===== config.mk =====
export PLATFORM = sky130hd
export DESIGN_NAME = vga_fb_arbiter_flat
export DESIGN_NICKNAME = d
export VERILOG_FILES = /design/src/rtl/vga_fb_arbiter_pkg.sv /design/src/rtl/vga_fb_arbiter_if.sv /design/src/rtl/vga_fb_arbiter_fifo.sv /design/src/rtl/vga_fb_arbiter.sv /design/src/flat_wrapper.sv
export SDC_FILE = /design/constraint.sdc
export NUM_CORES = 1
export LEC_CHECK = 0
export ABC_AREA = 1
export BUFFER_PORTS_ARGS = -buffer_cell sky130_fd_sc_hd__buf_2
export CAP_MARGIN = 20
export CORE_MARGIN = 2
export CORE_UTILIZATION = 30
export CTS_CLUSTER_DIAMETER = 80
export CTS_CLUSTER_SIZE = 24
export DETAILED_ROUTE_END_ITERATION = 10
export SYNTH_ARGS = -nofsm -noshare
export SYNTH_HDL_FRONTEND = slang
export SYNTH_SLANG_ARGS = --single-unit

===== constraint.sdc =====
create_clock -name clk_vga -period 4.75 [get_ports clk_vga]
set_input_delay 0.2375 -clock clk_vga [delete_from_list [all_inputs] [get_ports clk_vga]]
set_output_delay 0.2375 -clock clk_vga [all_outputs]
set_load 0.01 [all_outputs]

===== src/rtl/vga_fb_arbiter_pkg.sv =====
// Shared constants and encodings for the framebuffer arbiter: pixel width,
// default frame geometry, RAM grant encoding and display fetch states.
package vga_fb_pkg;

  localparam int RGB_W        = 12;
  localparam int FB_WORDS_DEF = 49152;
  localparam int ADDR_W_DEF   = 16;

  typedef enum logic [1:0] {
    IDLE  = 2'd0,
    FETCH = 2'd1,
    WRITE = 2'd2
  } grant_e;

  typedef enum logic {
    FS_DONE = 1'b0,
    FS_RUN  = 1'b1
  } fetch_st_e;

endpackage


===== src/rtl/vga_fb_arbiter_if.sv =====
// Pixel-writer handshake and single-port framebuffer RAM bus. The slave view
// belongs to the arbiter; the master view to the writer and RAM around it.
interface vga_fb_arbiter_if #(
  parameter int ADDR_W = 16
);
  logic              wr_valid;
  logic              wr_ready;
  logic [ADDR_W-1:0] wr_addr;
  logic [11:0]       wr_data;
  logic              ram_en;
  logic              ram_we;
  logic [ADDR_W-1:0] ram_addr;
  logic [11:0]       ram_wdata;
  logic [11:0]       ram_rdata;

  modport slave (
    input  wr_valid, wr_addr, wr_data, ram_rdata,
    output wr_ready, ram_en, ram_we, ram_addr, ram_wdata
  );

  modport master (
    output wr_valid, wr_addr, wr_data, ram_rdata,
    input  wr_ready, ram_en, ram_we, ram_addr, ram_wdata
  );
endinterface


===== src/rtl/vga_fb_arbiter_fifo.sv =====
// Show-ahead display FIFO: the head word is always on rdata, and rdata is
// forced to zero while the FIFO is empty. Flush wins over push and pop.
module fb_disp_fifo #(
  parameter int DEPTH = 16,
  parameter int W     = 12,
  parameter int CNT_W = $clog2(DEPTH + 1)
) (
  input  logic             clk_vga,
  input  logic             rst,
  input  logic             push,
  input  logic             pop,
  input  logic             flush,
  input  logic [W-1:0]     wdata,
  output logic [W-1:0]     rdata,
  output logic [CNT_W-1:0] occ,
  output logic             empty
);
  localparam int PTR_W = $clog2(DEPTH);

  logic [W-1:0]     mem_q [DEPTH];
  logic [W-1:0]     mem_d [DEPTH];
  logic [PTR_W-1:0] wr_ptr_q, wr_ptr_d;
  logic [PTR_W-1:0] rd_ptr_q, rd_ptr_d;
  logic [CNT_W-1:0] cnt_q, cnt_d;
  logic             push_ok;
  logic             pop_ok;

  assign empty = (cnt_q == '0);
  assign occ   = cnt_q;
  assign rdata = empty ? '0 : mem_q[rd_ptr_q];

  always_comb begin
    push_ok  = push && (cnt_q != CNT_W'(DEPTH));
    pop_ok   = pop && !empty;
    mem_d    = mem_q;
    wr_ptr_d = wr_ptr_q;
    rd_ptr_d = rd_ptr_q;
    cnt_d    = cnt_q;
    if (flush) begin
      wr_ptr_d = '0;
      rd_ptr_d = '0;
      cnt_d    = '0;
    end else begin
      if (push_ok) begin
        mem_d[wr_ptr_q] = wdata;
        wr_ptr_d        = wr_ptr_q + PTR_W'(1);
      end
      if (pop_ok) begin
        rd_ptr_d = rd_ptr_q + PTR_W'(1);
      end
      cnt_d = cnt_q + CNT_W'(push_ok) - CNT_W'(pop_ok);
    end
  end

  always_ff @(posedge clk_vga or posedge rst) begin
    if (rst) begin
      wr_ptr_q <= '0;
      rd_ptr_q <= '0;
      cnt_q    <= '0;
    end else begin
      wr_ptr_q <= wr_ptr_d;
      rd_ptr_q <= rd_ptr_d;
      cnt_q    <= cnt_d;
    end
  end

  // Storage needs no reset: the count alone decides what is readable.
  always_ff @(posedge clk_vga) begin
    mem_q <= mem_d;
  end

endmodule


===== src/rtl/vga_fb_arbiter.sv =====
// Shares one single-port framebuffer RAM between raster-order display
// prefetch (into fb_disp_fifo) and a pixel writer, all in clk_vga.
module vga_fb_arbiter
  import vga_fb_pkg::*;
#(
  parameter int ADDR_W   = ADDR_W_DEF,
  parameter int FB_WORDS = FB_WORDS_DEF,
  parameter int DEPTH    = 16,
  parameter int LOW_WM   = 4
) (
  input  logic              clk_vga,
  input  logic              rst,
  input  logic              frame_start,
  input  logic              disp_rd,
  output logic [RGB_W-1:0]  disp_data,
  output logic [7:0]        underflow_cnt,
  vga_fb_arbiter_if.slave   bus
);
  localparam int CNT_W = $clog2(DEPTH + 1);

  fetch_st_e         st_q, st_d;
  logic [ADDR_W-1:0] fetch_addr_q, fetch_addr_d;
  logic              ram_en_q, ram_en_d;
  logic              ram_we_q, ram_we_d;
  logic [ADDR_W-1:0] ram_addr_q, ram_addr_d;
  logic [RGB_W-1:0]  ram_wdata_q, ram_wdata_d;
  logic              rd2_q, rd2_d;
  logic              stale2_q, stale2_d;
  logic [7:0]        ufl_q, ufl_d;

  grant_e            grant;
  logic              wr_ready_c;
  logic              rd1;
  logic [CNT_W-1:0]  occ;
  logic [CNT_W-1:0]  credits;
  logic              fifo_empty;
  logic              push;
  logic              pop;

  // Stage 1 is the registered read strobe, stage 2 the cycle its data returns.
  assign rd1     = ram_en_q && !ram_we_q;
  assign credits = occ + CNT_W'(rd1) + CNT_W'(rd2_q);

  assign push = rd2_q && !stale2_q && !frame_start;
  assign pop  = disp_rd && !frame_start && !fifo_empty;

  fb_disp_fifo #(
    .DEPTH (DEPTH),
    .W     (RGB_W),
    .CNT_W (CNT_W)
  ) u_fifo (
    .clk_vga (clk_vga),
    .rst     (rst),
    .push    (push),
    .pop     (pop),
    .flush   (frame_start),
    .wdata   (bus.ram_rdata),
    .rdata   (disp_data),
    .occ     (occ),
    .empty   (fifo_empty)
  );

  always_ff @(posedge clk_vga or posedge rst) begin
    if (rst) begin
      st_q         <= FS_DONE;
      fetch_addr_q <= '0;
      ram_en_q     <= 1'b0;
      ram_we_q     <= 1'b0;
      ram_addr_q   <= '0;
      ram_wdata_q  <= '0;
      rd2_q        <= 1'b0;
      stale2_q     <= 1'b0;
      ufl_q        <= '0;
    end else begin
      st_q         <= st_d;
      fetch_addr_q <= fetch_addr_d;
      ram_en_q     <= ram_en_d;
      ram_we_q     <= ram_we_d;
      ram_addr_q   <= ram_addr_d;
      ram_wdata_q  <= ram_wdata_d;
      rd2_q        <= rd2_d;
      stale2_q     <= stale2_d;
      ufl_q        <= ufl_d;
    end
  end

  // Grant decision: urgent display fetch, else writer, else opportunistic fetch.
  always_comb begin
    grant      = IDLE;
    wr_ready_c = 1'b1;
    if (!frame_start && (st_q == FS_RUN) && (credits < CNT_W'(LOW_WM))) begin
      grant      = FETCH;
      wr_ready_c = 1'b0;
    end else if (bus.wr_valid) begin
      grant = WRITE;
    end else if (!frame_start && (st_q == FS_RUN) && (credits < CNT_W'(DEPTH))) begin
      grant = FETCH;
    end
  end

  always_comb begin
    st_d         = st_q;
    fetch_addr_d = fetch_addr_q;
    ram_en_d     = (grant != IDLE);
    ram_we_d     = (grant == WRITE);
    ram_addr_d   = ram_addr_q;
    ram_wdata_d  = ram_wdata_q;
    ufl_d        = ufl_q;

    case (grant)
      FETCH: begin
        ram_addr_d   = fetch_addr_q;
        fetch_addr_d = fetch_addr_q + ADDR_W'(1);
        if (fetch_addr_q == ADDR_W'(FB_WORDS - 1)) begin
          st_d = FS_DONE;
        end
      end
      WRITE: begin
        ram_addr_d  = bus.wr_addr;
        ram_wdata_d = bus.wr_data;
      end
      default: ;
    endcase

    if (frame_start) begin
      st_d         = FS_RUN;
      fetch_addr_d = '0;
    end

    // A read still in stage 1 at a restart belongs to the old frame.
    rd2_d    = rd1;
    stale2_d = rd1 && frame_start;

    if (disp_rd && !frame_start && fifo_empty && (ufl_q != 8'hFF)) begin
      ufl_d = ufl_q + 8'd1;
    end
  end

  assign bus.wr_ready   = wr_ready_c;
  assign bus.ram_en     = ram_en_q;
  assign bus.ram_we     = ram_we_q;
  assign bus.ram_addr   = ram_addr_q;
  assign bus.ram_wdata  = ram_wdata_q;
  assign underflow_cnt  = ufl_q;

endmodule


===== src/flat_wrapper.sv =====
// flat-port wrapper written by rule: the top's interface ports become plain ports
module vga_fb_arbiter_flat import vga_fb_pkg::*;
#(
  parameter int ADDR_W   = ADDR_W_DEF,
  parameter int FB_WORDS = FB_WORDS_DEF,
  parameter int DEPTH    = 16,
  parameter int LOW_WM   = 4
)
  (clk_vga, rst, frame_start, disp_rd, disp_data, underflow_cnt, bus_wr_valid, bus_wr_addr, bus_wr_data, bus_ram_rdata, bus_wr_ready, bus_ram_en, bus_ram_we, bus_ram_addr, bus_ram_wdata);
  vga_fb_arbiter_if #(.ADDR_W(ADDR_W)) bus_i ();
  input  logic clk_vga;
  input  logic rst;
  input  logic frame_start;
  input  logic disp_rd;
  output logic [RGB_W-1:0] disp_data;
  output logic [7:0] underflow_cnt;
  input wire logic [$bits(bus_i.wr_valid)-1:0] bus_wr_valid;
  input wire logic [$bits(bus_i.wr_addr)-1:0] bus_wr_addr;
  input wire logic [$bits(bus_i.wr_data)-1:0] bus_wr_data;
  input wire logic [$bits(bus_i.ram_rdata)-1:0] bus_ram_rdata;
  output wire logic [$bits(bus_i.wr_ready)-1:0] bus_wr_ready;
  output wire logic [$bits(bus_i.ram_en)-1:0] bus_ram_en;
  output wire logic [$bits(bus_i.ram_we)-1:0] bus_ram_we;
  output wire logic [$bits(bus_i.ram_addr)-1:0] bus_ram_addr;
  output wire logic [$bits(bus_i.ram_wdata)-1:0] bus_ram_wdata;
  assign bus_i.wr_valid = bus_wr_valid;
  assign bus_i.wr_addr = bus_wr_addr;
  assign bus_i.wr_data = bus_wr_data;
  assign bus_i.ram_rdata = bus_ram_rdata;
  assign bus_wr_ready = bus_i.wr_ready;
  assign bus_ram_en = bus_i.ram_en;
  assign bus_ram_we = bus_i.ram_we;
  assign bus_ram_addr = bus_i.ram_addr;
  assign bus_ram_wdata = bus_i.ram_wdata;
  vga_fb_arbiter #(.ADDR_W(ADDR_W), .FB_WORDS(FB_WORDS), .DEPTH(DEPTH), .LOW_WM(LOW_WM)) u_core (.clk_vga(clk_vga), .rst(rst), .frame_start(frame_start), .disp_rd(disp_rd), .disp_data(disp_data), .underflow_cnt(underflow_cnt), .bus(bus_i));
endmodule

==> out/results.tsv <==
metric	value	unit
status	complete, no violations	
register share of total power	45.8	%
Comb power frac	26.1	%
Final TNS setup	0	ns
Max Fclk	285.8	MHz
crit-path max FO	15	
# H-tree levels	1	
total CTS buffers	18	
number of global-route vias before repair	7317	
vias after detailed routing	7582	
gate family responsible for the most delay along the worst path	buffers and inverters	
Area growth syn-to-layout	17.46	%
grt met1 use	17.33	%
CTS sink count	262	
YS warnings	0	
postcts setup bufs	0	
Sw Ratio	32.97	%
Arr. time, crit path	3.26	ns
fillers	3672	
Post-DRT Antenna Nets	0	
Reg clk slew, reported paths	0.09	ns
Site Rows	71	
GP Congestion	0.8020	
worst-path cell chain	inv_1 -> nor2_1 -> buf_4 -> inv_1 -> o221ai_1 -> nor2_1 -> nor2_1 -> buf_2	
clock share of power	28.1	%
Leakage	5.244	nW
met2 Use GR	22.16	%
Pwr Total	6.015	mW
Post-synth EDFFs	192	
Vias/cell	4.692	
Synth cell types	38	
Hold Crit Class	primary input to flop	
layout cells sized above 1	16.32	%
fin util	35.49	%
Rel. slew slack	26.66	%
CP Launch Type	flop	
first-pass GRT wire length	40610	um
cell with the largest stage delay on the worst path	dfrtp_1	
I/O Pins	96	
Synth area leader	edfxtp_1	
Post-route DRC	0	
Final Cell Area	13270	um2
full die area	39230	um2
largest net degree at the start of global routing	64	
top post-synthesis cells by area	edfxtp_1 (51%), dfrtp_1 (16%), nand2_1 (6.6%)	
WL per Instance	16.11	um
post-route clock period utilization	73.67	%
number of max-cap violations	0	
crit-path max cell delay	0.83	ns
# setup viols final	0	
detailed-placement wirelength estimate	16760	um
Internal	4.032	mW
Bufs on Longest Clock Path	3	
Root Driver	clkbuf_16	
Port Buffer Count	95	
Routed WL	26030	um
Final min period	3.499	ns
RSZ-0062 raised after global routing	no	
synthesized cell area	11300	um2
Chip Width	198.1	um
Worst-Margin Slew	1.097	ns
DR iter-0 viols	387	
CTS tree	done	
net count after synthesis	1034	
router iterations before antenna repair	5	
clk_lat worst skew	0.51	ns
most common cell after layout, fill and taps aside	nand2_1	
Post-synth ARST share	26.72	%
Peak VDD IR	303.3	uV
Primary FF master, synth	edfxtp_1	
Layout Nets	1153	
sw power	1.983	mW
Cell Pwr Density	453.2	nW/um2
met3 Track Usage GR	2.844	%
most frequent cells in the layout	nand2_1 (199), edfxtp_1 (192), nor2_1 (99)	
Setup crit end kind	output pin	
Total GRT Usage	13.17	%
most used routing layer	met2	
clk_skew	0.02292	ns
syn_area_per_cell	11.62	um2
Worst Path Buf+Inv	4	
critical path required time	4.51	ns
Placed Instance Area	12330	um2
grt total ovfl	0	
Crit Path Category	flop to output pin	
Starting Density	30.21	%
post-synthesis sequential area ratio	66.53	%
hold_buf cts	29	
antenna violations before repair	2	
FF+latch count, synth	262	
Synth Instances	972	
Core Area	37400	um2
Most common cell on crit path	nor2_1	
final hold vios	0	
Slew Viols, Final	0	
share of the synthesized area in the top cell type	51.03	%
post-cts sizing count	0	
die height	198.1	um
[power by group through the flow]
| stage | Clock (mW) | Combinational (mW) | Sequential [mW] |
|---|---|---|---|
| after floorplan | 0 | 1.07 | 2.77 |
| after global placement | 0 | 1.54 | 2.80 |
| after detailed placement | 0 | 1.56 | 2.80 |
| after CTS | 1.74 | 1.58 | 2.76 |
| after global routing | 1.81 | 1.76 | 2.78 |
| final | 1.69 | 1.57 | 2.76 |
[final cells by class]
class	count	area [um2]	area share (%)
clock buffers	22	486.7	3.667
inverters	44	165.2	1.244
well taps	511	639.4	4.818
diodes	2	5.005	0.03771
clock inverters	10	147.6	1.112
multi-input cells	620	3376	25.44
repair buffers	145	930.9	7.014
flip-flops and latches	262	7521	56.67
[per-layer routing]
layer	up-vias	wire, um
li1	3665	-
met1	3695	11630
met2	196	12390
met3	26	1507
met4	0	497
met5	-	0
[synth_stat cells, types with 4 or more instances]
library cell / instances
a21oi_1: 40
a221oi_1: 12
buf_1: 4
buf_2: 12
buf_4: 4
buf_6: 5
clkbuf_1: 21
dfrtp_1: 70
edfxtp_1: 192
ha_1: 16
inv_1: 37
inv_2: 5
mux2i_1: 36
nand2_1: 199
nand2_2: 13
nand3_1: 75
nand4_1: 6
nor2_1: 99
nor3_1: 9
o211ai_1: 12
o21ai_0: 34
o21ai_2: 4
o221ai_1: 12
o22ai_1: 14
xnor2_1: 7
xor2_1: 16
[stage by stage]
step,hold slack [ns],setup WS (ns),std cells
after floorplan,0.3364,2.304,972
after global placement,0.4298,1.764,1546
after detailed placement,0.4401,1.651,1552
after CTS,0.09999,1.201,1613
after global routing,0.1090,1.075,1615
final,0.1139,1.251,1616
[sequential cells by signal, indices dropped and copies added (netlist names)]
name,count
u_core.bus.ram_addr,16
u_core.bus.ram_en,1
u_core.bus.ram_wdata,12
u_core.bus.ram_we,1
u_core.fetch_addr_q,16
u_core.rd2_q,1
u_core.st_q,1
u_core.stale2_q,1
u_core.u_fifo.mem_q,192
u_core.u_fifo.occ,5
u_core.u_fifo.rd_ptr_q,4
u_core.u_fifo.wr_ptr_q,4
u_core.underflow_cnt,8
[final timing paths]
| path | slack, ns | depth (start not counted) | from | endpoint |
|---|---|---|---|---|
| min in group asynchronous | 0.49 | 3 | rst | u_core.bus.ram_wdata[10] |
| max in group asynchronous | 3.25 | 4 | rst | u_core.u_fifo.rd_ptr_q[0] |
| min | 0.11 | 1 | bus_ram_rdata[10] | u_core.u_fifo.mem_q[130] |
| max | 1.25 | 8 | u_core.u_fifo.rd_ptr_q[2] | disp_data[4] |
| max reg2reg | 1.64 | 14 | u_core.u_fifo.occ[2] | u_core.u_fifo.occ[4] |
| min reg2reg | 0.48 | 2 | u_core.st_q | u_core.st_q |
[cell families after synthesis]
group           Yosys count  share of synthesized area [%]
simple gates            410                          15.52
flops                   262                          66.53
mux                      38                          3.389
xor+xnor                 23                          1.783
buf+inv                  90                          3.588
fa+ha+maj                17                          1.949
compound gates          132                          7.242
(Power assumes the default switching activity.)
